## src/rtl/pwconv_ctrl_pkg.sv

```systemverilog
// rtl/pwconv_ctrl_pkg.sv - shared types and defaults for the pointwise-conv controller
package pwconv_ctrl_pkg;

  localparam int N_CH_DEF  = 32;
  localparam int N_POS_DEF = 16;
  localparam int LAT_DEF   = 3;
  localparam int CNT_W     = 5;
  localparam int POS_W     = 4;

  typedef enum logic [1:0] {
    IDLE  = 2'd0,
    RUN   = 2'd1,
    DRAIN = 2'd2,
    DONE  = 2'd3
  } state_t;

endpackage

```

## src/rtl/pwconv_ctrl_if.sv

```systemverilog
// rtl/pwconv_ctrl_if.sv - control, SRAM-issue and result handshake bundle
interface pwconv_ctrl_if;
  import pwconv_ctrl_pkg::*;

  logic             start;
  logic             abort;
  logic             out_ready;
  logic             busy;
  logic             done;
  logic             rd_en;
  logic [CNT_W-1:0] weight_addr;
  logic [POS_W-1:0] data_addr;
  logic             conv_en;
  logic [CNT_W-1:0] cnt_issue;
  logic [POS_W-1:0] pos_issue;
  logic             res_valid;
  logic             res_last;

  // host side: requests layers and consumes results
  modport master (
    output start, abort, out_ready,
    input  busy, done, rd_en, weight_addr, data_addr, conv_en,
           cnt_issue, pos_issue, res_valid, res_last
  );

  // controller side
  modport slave (
    input  start, abort, out_ready,
    output busy, done, rd_en, weight_addr, data_addr, conv_en,
           cnt_issue, pos_issue, res_valid, res_last
  );

endinterface

```

## src/rtl/pwconv_ctrl_vpipe.sv

```systemverilog
// rtl/pwconv_ctrl_vpipe.sv - enable-gated valid/last delay line matching the read+conv latency
module pwconv_ctrl_vpipe
  import pwconv_ctrl_pkg::*;
#(
  parameter int LAT = LAT_DEF
) (
  input  logic clk,
  input  logic rst_b,
  input  logic en,
  input  logic clr,
  input  logic in_valid,
  input  logic in_last,
  output logic out_valid,
  output logic out_last
);

  logic [LAT-1:0] v_q;
  logic [LAT-1:0] l_q;

  // shift only when the datapath advances; clr flushes everything in flight
  always_ff @(posedge clk or negedge rst_b) begin
    if (!rst_b) begin
      v_q <= '0;
      l_q <= '0;
    end else if (clr) begin
      v_q <= '0;
      l_q <= '0;
    end else if (en) begin
      v_q[0] <= in_valid;
      l_q[0] <= in_last;
      for (int i = 1; i < LAT; i++) begin
        v_q[i] <= v_q[i-1];
        l_q[i] <= l_q[i-1];
      end
    end
  end

  assign out_valid = v_q[LAT-1];
  assign out_last  = l_q[LAT-1];

endmodule

```

## src/rtl/pwconv_ctrl.sv

```systemverilog
// rtl/pwconv_ctrl.sv - layer sequencer: issues (pos,cnt) reads and tracks results to completion
module pwconv_ctrl
  import pwconv_ctrl_pkg::*;
#(
  parameter int N_CH  = N_CH_DEF,
  parameter int N_POS = N_POS_DEF,
  parameter int LAT   = LAT_DEF
) (
  input  logic          clk,
  input  logic          rst_b,
  pwconv_ctrl_if.slave  bus
);

  localparam logic [CNT_W-1:0] CNT_MAX = CNT_W'(N_CH - 1);
  localparam logic [POS_W-1:0] POS_MAX = POS_W'(N_POS - 1);

  state_t           state;
  logic [CNT_W-1:0] cnt;
  logic [POS_W-1:0] pos;
  logic [CNT_W-1:0] cnt_issue_q;
  logic [POS_W-1:0] pos_issue_q;
  logic             busy_q;
  logic             done_q;

  logic adv;
  logic issue;
  logic issue_last;
  logic pipe_valid;
  logic pipe_last;
  logic last_hs;

  // the pipe may move when the current result is taken or there is none
  assign adv        = bus.out_ready | ~pipe_valid;
  assign issue      = (state == RUN) & adv;
  assign issue_last = issue & (cnt == CNT_MAX) & (pos == POS_MAX);
  assign last_hs    = pipe_valid & pipe_last & bus.out_ready;

  pwconv_ctrl_vpipe #(.LAT(LAT)) u_vpipe (
    .clk       (clk),
    .rst_b     (rst_b),
    .en        (adv),
    .clr       (bus.abort),
    .in_valid  (issue),
    .in_last   (issue_last),
    .out_valid (pipe_valid),
    .out_last  (pipe_last)
  );

  // sequencer FSM with position/channel counters and issue tags
  always_ff @(posedge clk or negedge rst_b) begin
    if (!rst_b) begin
      state       <= IDLE;
      cnt         <= '0;
      pos         <= '0;
      cnt_issue_q <= '0;
      pos_issue_q <= '0;
      busy_q      <= 1'b0;
      done_q      <= 1'b0;
    end else if (bus.abort) begin
      state       <= IDLE;
      cnt         <= '0;
      pos         <= '0;
      cnt_issue_q <= '0;
      pos_issue_q <= '0;
      busy_q      <= 1'b0;
      done_q      <= 1'b0;
    end else begin
      done_q <= 1'b0;
      if (issue) begin
        cnt_issue_q <= cnt;
        pos_issue_q <= pos;
        if (cnt == CNT_MAX) begin
          cnt <= '0;
          pos <= (pos == POS_MAX) ? '0 : pos + 1'b1;
        end else begin
          cnt <= cnt + 1'b1;
        end
      end
      case (state)
        IDLE: begin
          if (bus.start) begin
            state  <= RUN;
            busy_q <= 1'b1;
          end
        end
        RUN: begin
          if (issue_last) state <= DRAIN;
        end
        DRAIN: begin
          // the last result leaving is the moment the pipe goes empty
          if (last_hs) begin
            state  <= DONE;
            done_q <= 1'b1;
          end
        end
        DONE: begin
          state  <= IDLE;
          busy_q <= 1'b0;
        end
        default: begin
          state  <= IDLE;
          busy_q <= 1'b0;
        end
      endcase
    end
  end

  assign bus.busy        = busy_q;
  assign bus.done        = done_q;
  assign bus.rd_en       = issue;
  assign bus.weight_addr = cnt;
  assign bus.data_addr   = pos;
  // adv is idle-high; hold it low while reset is applied so every output reads 0
  assign bus.conv_en     = adv & rst_b;
  assign bus.cnt_issue   = cnt_issue_q;
  assign bus.pos_issue   = pos_issue_q;
  assign bus.res_valid   = pipe_valid;
  assign bus.res_last    = pipe_last & pipe_valid;

endmodule

```

## src/flat_wrapper.sv

```systemverilog
// flat-port wrapper written by rule: the top's interface ports become plain ports
module pwconv_ctrl_flat import pwconv_ctrl_pkg::*;
#(
  parameter int N_CH  = N_CH_DEF,
  parameter int N_POS = N_POS_DEF,
  parameter int LAT   = LAT_DEF
)
  (clk, rst_b, bus_start, bus_abort, bus_out_ready, bus_busy, bus_done, bus_rd_en, bus_weight_addr, bus_data_addr, bus_conv_en, bus_cnt_issue, bus_pos_issue, bus_res_valid, bus_res_last);
  pwconv_ctrl_if bus_i ();
  input  logic clk;
  input  logic rst_b;
  input wire logic [$bits(bus_i.start)-1:0] bus_start;
  input wire logic [$bits(bus_i.abort)-1:0] bus_abort;
  input wire logic [$bits(bus_i.out_ready)-1:0] bus_out_ready;
  output wire logic [$bits(bus_i.busy)-1:0] bus_busy;
  output wire logic [$bits(bus_i.done)-1:0] bus_done;
  output wire logic [$bits(bus_i.rd_en)-1:0] bus_rd_en;
  output wire logic [$bits(bus_i.weight_addr)-1:0] bus_weight_addr;
  output wire logic [$bits(bus_i.data_addr)-1:0] bus_data_addr;
  output wire logic [$bits(bus_i.conv_en)-1:0] bus_conv_en;
  output wire logic [$bits(bus_i.cnt_issue)-1:0] bus_cnt_issue;
  output wire logic [$bits(bus_i.pos_issue)-1:0] bus_pos_issue;
  output wire logic [$bits(bus_i.res_valid)-1:0] bus_res_valid;
  output wire logic [$bits(bus_i.res_last)-1:0] bus_res_last;
  assign bus_i.start = bus_start;
  assign bus_i.abort = bus_abort;
  assign bus_i.out_ready = bus_out_ready;
  assign bus_busy = bus_i.busy;
  assign bus_done = bus_i.done;
  assign bus_rd_en = bus_i.rd_en;
  assign bus_weight_addr = bus_i.weight_addr;
  assign bus_data_addr = bus_i.data_addr;
  assign bus_conv_en = bus_i.conv_en;
  assign bus_cnt_issue = bus_i.cnt_issue;
  assign bus_pos_issue = bus_i.pos_issue;
  assign bus_res_valid = bus_i.res_valid;
  assign bus_res_last = bus_i.res_last;
  pwconv_ctrl #(.N_CH(N_CH), .N_POS(N_POS), .LAT(LAT)) u_core (.clk(clk), .rst_b(rst_b), .bus(bus_i));
endmodule
```

## config.mk

```make
export PLATFORM = sky130hd
export DESIGN_NAME = pwconv_ctrl_flat
export DESIGN_NICKNAME = d
export VERILOG_FILES = /design/src/rtl/pwconv_ctrl_pkg.sv /design/src/rtl/pwconv_ctrl_if.sv /design/src/rtl/pwconv_ctrl_vpipe.sv /design/src/rtl/pwconv_ctrl.sv /design/src/flat_wrapper.sv
export SDC_FILE = /design/constraint.sdc
export NUM_CORES = 1
export LEC_CHECK = 0
export BUFFER_PORTS_ARGS = -buffer_cell sky130_fd_sc_hd__buf_4
export CORE_UTILIZATION = 53
export CTS_CLUSTER_SIZE = 16
export DETAILED_ROUTE_END_ITERATION = 10
export HOLD_SLACK_MARGIN = 0.05
export PLACE_DENSITY_LB_ADDON = 0.25
export RECOVER_POWER = 100
export SLEW_MARGIN = 20
export SYNTH_ARGS = -nofsm -noshare
export SYNTH_HDL_FRONTEND = slang
export SYNTH_HIERARCHICAL = 1
export SYNTH_SLANG_ARGS = --single-unit
```

## constraint.sdc

```tcl
create_clock -name clk -period 2.3 [get_ports clk]
set_input_delay 0.115 -clock clk [delete_from_list [all_inputs] [get_ports clk]]
set_output_delay 0.115 -clock clk [all_outputs]
set_load 0.02 [all_outputs]
```

# Word level (Yosys, flattened, before mapping)
# Index checks and enable logic that the tools add are counted.
[totals] in_bits=5 latchBits=0 memories=0 output_inout_bits=24 mem_bits_rw=0 wordCells=61 register_bits=28 mem_bits_ro=0
[classes] n_mul=0 n_mux=26 addsub=2 n_shift=0 div_mod_pow=0 n_reduce_logical=8 magnitude_cmp=0 n_eq_ne=8 bitwise=8
[ops] operator="$mux 5" count=5
[ops] operator="$mux 4" count=6
[ops] operator="$mux 3" count=4
[ops] operator="$mux 2" count=4
[ops] operator="$pmux 2 s4" count=1
[ops] operator="$and 1x1->1" count=6
[ops] operator="$ne 3x3->1 const B" count=2
[ops] operator="$reduce_bool 2->1" count=3
[ops] operator="$add 5x1->5 const B" count=1
[ops] operator="$eq 5x5->1 const B" count=1
[ops] operator="$mux 1" count=5
[ops] operator="$add 4x1->4 const B" count=1
[ops] operator="$eq 2x2->1 const B" count=2
[ops] operator="$eq 4x4->1 const B" count=1
[ops] operator="$reduce_and 2->1" count=2
[ops] operator="$ne 3x2->1 const B" count=1
[ops] operator="$reduce_and 3->1" count=1
[ops] operator="$reduce_bool 3->1" count=1
[ops] operator="$eq 2x1->1 const B" count=1
[ops] operator="$logic_not 2->1" count=1
[ops] operator="$pmux 1 s2" count=1
[ops] operator="$not 1->1" count=1
[ops] operator="$or 1x1->1" count=1

# Longest topological paths before layout
# Gate-level depths: netlist of run 1.
[depth] depth_word=8 ltp_mapped=8 depth_no_buf=8

# Hierarchy
# Netlist of run 1, hierarchy kept.
[modules_own_cells] mod="pwconv_ctrl" n_inst=1 area_each_um2=1142.3 cells_each=120 seq_area_each_um2=550.5
[modules_own_cells] mod="pwconv_ctrl_vpipe" n_inst=1 area_each_um2=244.0 cells_each=19 seq_area_each_um2=150.1

# Worst setup path after synthesis of run 1
# OpenSTA, ideal clock, no wires.
[synth_timing] kind="flip-flop to flip-flop" start="reg u_core.cnt[0] (netlist: u_core/bus.weight_addr[0])" end="reg u_core.state[0]" required_time_ns=2.176 setup_slack_ns=0.314 t_arrival_ns=1.862 setup_time_ns=0.124 synth_period_minus_slack_ns=1.986 n_path_buf=0 path_stages_with_launch=8 path_cell_list="dfrtp_1 -> ha_1 -> and3_1 -> ha_1 -> and2_4 -> nand3_2 -> a221o_2 -> mux2i_1"
[synth_between] elab_chain_cells=5
[synth_rtl] item="start: declaration" line_no="pwconv_ctrl.sv:18" rtl="logic [CNT_W-1:0] cnt;"
[synth_rtl] item="start signal: assignment" line_no="pwconv_ctrl.sv:76" rtl="cnt <= cnt + 1'b1;"
[synth_rtl] item="$eq 5x5->1" line_no="pwconv_ctrl.sv:35" rtl="assign issue_last = issue & (cnt == CNT_MAX) & (pos == POS_MAX);"
[synth_rtl] item="$and 1x1->1 (2 in series)" line_no="pwconv_ctrl.sv:35"
[synth_rtl] item="$ne 3x3->1 (no line)"
[synth_rtl] item="$reduce_and 3->1 (no line)"
[synth_rtl] item="end signal: assignment" line_no="pwconv_ctrl.sv:52" rtl="state <= IDLE;"
[synth_rtl] item="end signal: assignment" line_no="pwconv_ctrl.sv:60" rtl="state <= IDLE;"
[synth_rtl] item="end signal: assignment" line_no="pwconv_ctrl.sv:82" rtl="state <= RUN;"
[synth_rtl] item="end: declaration" line_no="pwconv_ctrl.sv:17" rtl="state_t state;"
# No other way between the ends.
# A chain may end at the register's enable or synchronous reset.

# Worst setup path after layout of run 1
# Ends and elaborated chain as after synthesis.

==> summary.txt, run 1 <==
Yosys
  – Post-synthesis mux area share: 6.50%
  – Post-Syn Instances: 139
  – Area contributors post-synth: dfrtp_1 51%, nand2_1 7.3%, mux2i_1 6.5%, ha_1 6.3%, a21oi_1 6.1%
  – Post-Synth XOR/XNOR Area: 1.26%
  – Sequential share of the synthesized area: 50.5%
  – Largest family of logic cells by synthesized area: simple AND/OR/NAND/NOR gates
  – Syn nets: 151
  – Post-synthesis cell area: 1390 um2
  – Yosys warns: 6
  – Area share of the largest cell type after synthesis: 50.5%
  – Simple-gate portion of the synthesized area: 20.9%
  – Post-synthesis adder-cell area fraction: 6.32%
  – Synth Register Bits: 28
  – Synth Area in Compound Gates: 10.2%
  – Average size of a mapped cell: 9.97 um2
  – Cell taking the most area after synthesis: dfrtp_1
  – Netlist cell types: 34

Clocking
  – Post_cts resized: 0
  – Clock Sinks: 28
  – TritonCTS clock tree: done
  – Reg clk slew, reported paths: 0.15 ns
  – Clock tree buffer depth: 2
  – H-tree depth: 1
  – Root Driver: clkbuf_4
  – Skew-Pair Late Insertion Delay: 0.32 ns
  – Postcts setup bufs: 0
  – Num CTS Buffers: 3

Routing
  – Detailed Routing Iterations Pass 1: 4
  – Final routed wire length divided by cell count: 13.1 um
  – Initial drt markers: 21
  – Final antenna-violating net count: 0
  – Vias/cell: 5.28
  – DRC: 0
  – Vias: 1040
  – Final wirelength: 2.58 mm

Final layout
  – Commonest cells after routing, fill and taps aside: 28 x dfrtp_1, 27 x nand2_1, 24 x clkbuf_1, 17 x a21oi_1
  – FILL cells: 228
  – Ratio of cells with drive above 1 in the final layout: 10.8%
  – P&R area growth vs syn: 13.5%
  – Ant. Diodes: 0
  – Commonest non-fill, non-tap cell in the layout: dfrtp_1
  – Final net count: 180

STA
  – Final max-slew violation count: 0
  – FMAX: 0.462 GHz
  – Crit path time final: 2.17 ns
  – Setup TNS: 0 ns
  – Final count of hold timing violations: 0
  – Worst hold margin: 0.0751 ns
  – Clock skew: 0.00288 ns
  – Fin crit share: 94.2%
  – Final setup fails: 0
  – Slew HR: 68.8%
  – Slew @ Worst Pin: 0.468 ns
  – RSZ-0062 raised after global routing: no

Setup path
  – WP depth: 7
  – Req. time, crit path: 2.55 ns
  – Most used cell, CP: ha_1
  – R2R cell count: 7
  – Largest fanout on the critical path: 6
  – Worst reg2reg startpoint: u_core/bus.weight_addr[0]$_DFFE_PN0P_
  – Critical path capture point type: flip-flop
  – Crit path from: u_core/bus.weight_addr[0]$_DFFE_PN0P_
  – Worst setup endpoint: u_core/state[0]$_DFFE_PN0P_
  – R2R Setup Slk: 0.13 ns
  – Critical Path AT: 2.41 ns
  – Worst Path Class, Setup: flip-flop to flip-flop
  – CP Cell Sequence: ha_1 > and3_1 > ha_1 > and2_4 > nand3_2 > a221o_2 > mux2i_1
  – Startpoint types: flip-flop
  – Crit path buffers/inverters: 0
  – Crit-path max cell delay: 0.50 ns
  – Crit-path leading delay family: adder cells
  – Reg2reg end: u_core/state[0]$_DFFE_PN0P_
  – Slowest library cell on the worst path: dfrtp_1

Global route
  – Antenna violations before repair: 0
  – Number of global-route vias before repair: 886
  – Pin count of the biggest net entering global routing: 31
  – First-pass GRT wire length: 3.88 mm
  – GRT Util Overall: 19.0%
  – Gr ovfl total: 0

Placement
  – Routability cong.: 0.773
  – Port-buffer cells: 28
  – Dpl hpwl: 1.76 mm

Floorplanning
  – Die Area: 2820 um2
  – Initial Util: 56.0%
  – Core area: 2480 um2
  – # IOs: 29
  – Width of the die: 53.1 um
  – Row cnt: 18
  – Die height: 53.1 um

Worst hold path
  – Hold Crit Class: input pin to flip-flop

Run status
  – Status: complete, no violations

Power and ir drop
  – Leakage: 0.743 nW
  – PwrDens: 793 nW/um2
  – Peak VDD IR: 0.576 mV

Job
  – Max capacitance violation total: 0
[per-layer routing]
layer	part of all wire, %	up-vias	GRT usage [%]
met4	0.58	0	5.26
li1	-	525	-
met5	0	-	0
met3	4.0	2	2.87
met2	48	18	32.7
met1	48	495	24.6
[repair_timing]
action                                  CTS  global route
endpoints found under the setup margin    0             0
hold buffers                              1             0
endpoints found under the hold margin    28             0
[cell type report]
cell class	instances	area (um2)	share of cell area [%]
well taps	30	37.5	2.38
clock buffers	3	22.5	1.43
repair buffers	30	138	8.74
clock inverters	1	30.0	1.91
inverters	5	18.8	1.19
multi-input cells	100	627	39.8
flip-flops and latches	28	701	44.5
[where the power goes]
group | leakage [nW] | switching [W] | internal [W] | total (W)
clock | 0.0279 | 0.000140 | 0.000176 | 0.000316
combinational | 0.328 | 0.000223 | 0.000132 | 0.000354
sequential | 0.387 | 0.0000443 | 0.000534 | 0.000578
[through the flow]
stage | instance area, um2 | instances | total power (W) | setup slack (ns) | utilization, %
finish | 1570 | 197 | 0.00125 | 0.134 | 63.5
floorplan | 1390 | 139 | 0.000857 | 0.314 | -
global placement | 1600 | 192 | 0.000953 | 0.387 | 64.6
CTS | 1660 | 197 | 0.00129 | 0.137 | 67.2
detailed placement | 1600 | 192 | 0.000970 | 0.172 | 64.6
global route | 1570 | 197 | 0.00133 | 0.0358 | 63.5
[cells by family after synthesis]
kind of cell    after synthesis
xor+xnor                      2
flops                        28
mux                           9
compound gates               25
simple gates                 57
fa+ha+maj                     7
buf+inv                      11
[how the worst min path moves through the flow]
stage | from | endpoint | cells past startpoint | slack [ns]
after global placement | rst_b | u_core/bus.pos_issue[2]$_DFFE_PN0P_ | 1 | 0.05
after global routing | bus_out_ready | u_core/bus.done$_DFF_PN0_ | 3 | 0.05
after CTS | bus_out_ready | u_core/bus.done$_DFF_PN0_ | 3 | 0.06
after floorplan | rst_b | u_core/bus.busy$_DFFE_PN0P_ | 0 | -0.18
after detailed placement | rst_b | u_core/bus.pos_issue[2]$_DFFE_PN0P_ | 1 | 0.05
final | bus_out_ready | u_core/bus.done$_DFF_PN0_ | 3 | 0.08
[worst reg2reg max path: stages, from the launching register on]
cell	delay (ns)
dfrtp_1	0.50
ha_1	0.24
and3_1	0.18
ha_1	0.28
and2_4	0.22
nand3_2	0.08
a221o_2	0.42
mux2i_1	0.18
[synthesized netlist by cell type (all sizes together)]
master    n
xor2      1
inv       5
or4       1
nand2b    1
nand3     5
dfrtp    28
nor3b     1
nand2    28
or2b      3
or4b      1
a31oi     1
and3      2
or3       2
and2      3
and2b     1
buf       4
o21ai     3
ha        7
a221o     1
o21bai    1
clkbuf    2
a211oi    1
a2bb2oi   1
a21oi    17
xnor2     1
mux2i     9
nor2      9
[sequential cells by signal (all words and copies together), names as in the netlist]
| register | cells |
|---|---|
| u_core/u_vpipe/v_q | 3 |
| u_core/bus.weight_addr | 5 |
| u_core/u_vpipe/l_q | 3 |
| u_core/bus.data_addr | 4 |
| u_core/state | 2 |
| u_core/bus.busy | 1 |
| u_core/bus.cnt_issue | 5 |
| u_core/bus.pos_issue | 4 |
| u_core/bus.done | 1 |
No activity file was read; power rests on OpenSTA's default activity.
==> inputs of run 2 (changes only) <==
--- a/config.mk
+++ b/config.mk
@@ -5,6 +5,7 @@
 export SDC_FILE = /design/constraint.sdc
 export NUM_CORES = 1
 export LEC_CHECK = 0
+export ABC_AREA = 1
 export BUFFER_PORTS_ARGS = -buffer_cell sky130_fd_sc_hd__buf_4
 export CORE_UTILIZATION = 53
 export CTS_CLUSTER_SIZE = 16
==> run 2 against run 1 <==
Maximum frequency is 9.1% higher. Critical path type unchanged. Largest cell class unchanged. Critical endpoint is now u_core/bus.data_addr[2]$_DFFE_PN0P_. Non-clock buffer count unchanged. Sequential power down 2%. Synthesized cell count up 7.2%.
==> summary.txt, run 2 <==
Setup path
  – R2R cell count: 8
  – Slowest library cell on the worst path: o21ai_1
  – Req. time, crit path: 2.56 ns
  – Worst reg2reg startpoint: u_core/bus.weight_addr[1]$_DFFE_PN0P_
  – Critical path capture point type: flip-flop
  – R2R Setup Slk: 0.31 ns
  – Largest fanout on the critical path: 8
  – Crit-path max cell delay: 0.52 ns
  – CP Cell Sequence: ha_1 > inv_1 > nor3_1 > ha_1 > inv_1 > o21ai_1 > nand2_1 > a22oi_1
  – Critical Path AT: 2.25 ns
  – Worst Path Class, Setup: flip-flop to flip-flop
  – Reg2reg end: u_core/bus.data_addr[2]$_DFFE_PN0P_
  – Startpoint types: flip-flop
  – Crit path from: u_core/bus.weight_addr[1]$_DFFE_PN0P_

Yosys
  – Top-count cell post-synth: nand2_1
  – Netlist cell types: 29
  – Post-synth EDFFs: 0
  – Area contributors post-synth: dfrtp_1 51%, nand2_1 9.0%, ha_1 6.4%, inv_1 5.2%, nand3_1 4.0%
  – Yosys warns: 6
  – Cell taking the most area after synthesis: dfrtp_1
  – Post-synthesis cell area: 1380 um2
  – Average size of a mapped cell: 9.24 um2
  – Area share of the largest cell type after synthesis: 50.9%
  – Syn nets: 161
  – Main flop type after synthesis: dfrtp_1
  – Synth top cells by count: 33 x nand2_1, 28 x dfrtp_1, 19 x inv_1, 11 x nand3_1, 9 x nor2_1
  – Synth Register Bits: 28
  – Sequential share of the synthesized area: 50.9%
  – Async SR Flop Fraction: 100%
  – Post-Syn Instances: 149

Clocking
  – Clock Sinks: 28
  – Clock tree buffer depth: 2
  – Skew-Pair Late Insertion Delay: 0.33 ns
  – Postcts setup bufs: 0
  – Reg clk slew, reported paths: 0.15 ns
  – Root Driver: clkbuf_4
  – Num CTS Buffers: 3
  – H-tree depth: 1
  – Cts hold-fix bufs: 2
  – Post_cts resized: 0
  – TritonCTS clock tree: done

Power and ir drop
  – Psw: 0.000412 W
  – PwrDens: 745 nW/um2
  – Comb power frac: 29.5%
  – P_int: 0.000732 W
  – Peak VDD IR: 0.652 mV
  – Leakage: 0.757 nW
  – Sequential share of power: 49.4%
  – Sw Share: 36.0%
  – Clock network power share: 21.1%

Worst hold path
  – Hold endpoint: u_core/bus.busy$_DFFE_PN0P_
  – Hold path depth: 3
  – Hold Crit Class: input pin to flip-flop
  – Hold_sp: bus_start

STA
  – Fin crit share: 86.3%
  – Final count of hold timing violations: 0
  – RSZ-0062 raised after global routing: no
  – FMAX: 0.504 GHz
  – Final WS setup: 0.314 ns
  – Crit path time final: 1.99 ns
  – Setup TNS: 0 ns
  – Slew @ Worst Pin: 0.628 ns
  – Final max-slew violation count: 0
  – Slew HR: 57.8%
  – Final setup fails: 0
  – Clock skew: 0.00652 ns

Floorplanning
  – Initial Util: 56.1%
  – Die height: 53.0 um
  – Row cnt: 18
  – # IOs: 29
  – Core area: 2450 um2
  – Die Area: 2800 um2
  – Width of the die: 53.0 um

Final layout
  – Ant. Diodes: 0
  – Ratio of cells with drive above 1 in the final layout: 7.69%
  – Register area: 701 um2
  – Final net count: 195
  – Commonest non-fill, non-tap cell in the layout: nand2_1
  – P&R area growth vs syn: 11.5%
  – Commonest cells after routing, fill and taps aside: 36 x nand2_1, 28 x dfrtp_1, 23 x clkbuf_1, 20 x inv_1, 11 x nand3_1
  – Final instance area: 1540 um2
  – Finished Layout Cells: 212
  – FILL cells: 241
  – Area of the multi-input gates: 533 um2

Routing
  – Detailed Routing Iterations Pass 1: 4
  – Final antenna-violating net count: 0
  – Vias: 1118
  – Initial drt markers: 36
  – DRC: 0
  – Final routed wire length divided by cell count: 13.5 um
  – Final wirelength: 2.85 mm
  – Vias/cell: 5.27

Placement
  – Placed Area: 1610 um2
  – Routability cong.: 0.854
  – Dpl hpwl: 2.13 mm
  – Place WS: 0.535 ns
  – Dpl cells: 206
  – Port-buffer cells: 28

Global route
  – GRT Util Overall: 23.0%
  – Antenna violations before repair: 0
  – First-pass GRT wire length: 4.66 mm
  – Number of global-route vias before repair: 1062
  – Gr ovfl total: 0
  – Pin count of the biggest net entering global routing: 30

Job
  – Max capacitance violation total: 0

Run status
  – Status: complete, no violations
## run 2: cell types whose count changed in the layout (fill, tap and decap cells not counted), moves of 2 or more
| cell | delta |
|---|---|
| o21ai_0 | +7 |
| o31ai_1 | +2 |
| nor3_1 | +4 |
| inv_1 | +15 |
| nand2_1 | +9 |
| nand4_1 | +2 |
| mux2i_1 | -8 |
| a21oi_1 | -13 |
| or2b_2 | -2 |
| nand3_1 | +7 |
| or3_1 | -2 |
| a22oi_1 | +2 |
| a21boi_0 | +2 |
## run 2: kinds of logic (layout without fill, tap and decap cells)
family	after synthesis	count (layout)	synth area share, %
simple gates	66	66	22.4
flops	28	28	50.9
compound gates	24	24	12.1
buf+inv	22	55	6.91
fa+ha+maj	7	7	6.36
xor+xnor	1	1	0.636
mux	1	1	0.727
## run 2: cell type report
type / count / area share (%)
Clock buffer: 4 / 2.36
Inverter: 21 / 5.46
Multi-Input combinational cell: 99 / 34.7
Sequential cell: 28 / 45.6
Tap cell: 30 / 2.44
Timing Repair Buffer: 30 / 9.37
## run 2: power by group through the flow
stage	clock, W	sequential (W)	combinational [W]
floorplan	0	0.000594	0.000247
global placement	0	0.000572	0.000365
detailed placement	0	0.000575	0.000384
CTS	0.000247	0.000566	0.000387
global route	0.000261	0.000572	0.000384
finish	0.000241	0.000564	0.000337
## run 2: per-stage QoR
step | hold WS (ns) | utilization [%] | power [W]
6_report | 0.0585 | 62.5 | 0.00114
3_3_place_gp | 0.0502 | 65.7 | 0.000937
4_1_cts | 0.0514 | 68.0 | 0.00120
2_1_floorplan | -0.181 | - | 0.000841
5_1_grt | 0.0585 | 62.5 | 0.00122
3_5_place_dp | 0.0568 | 65.7 | 0.000959
## run 2: how the worst max path moves through the flow
stage / to / cells after the start
after global placement: u_core/state[1]$_DFFE_PN0P_ / 11
after detailed placement: u_core/state[1]$_DFFE_PN0P_ / 12
final: u_core/bus.data_addr[2]$_DFFE_PN0P_ / 8
after floorplan: u_core/state[1]$_DFFE_PN0P_ / 11
after CTS: u_core/state[1]$_DFFE_PN0P_ / 12
after global routing: u_core/bus.data_addr[2]$_DFFE_PN0P_ / 8
## run 2: routing by layer
layer  track usage, %  share of wire, %
met1             28.6                46
met5                0                 0
met3             3.74               3.6
met4             5.70              0.67
met2             40.9                49
## run 2: critical path: cells and delay by family (launching register included)
kind	cells	cell delay (ns)
buf+inv	2	0.13
simple gates	2	0.29
compound gates	2	0.68
flops	1	0.42
fa+ha+maj	2	0.41
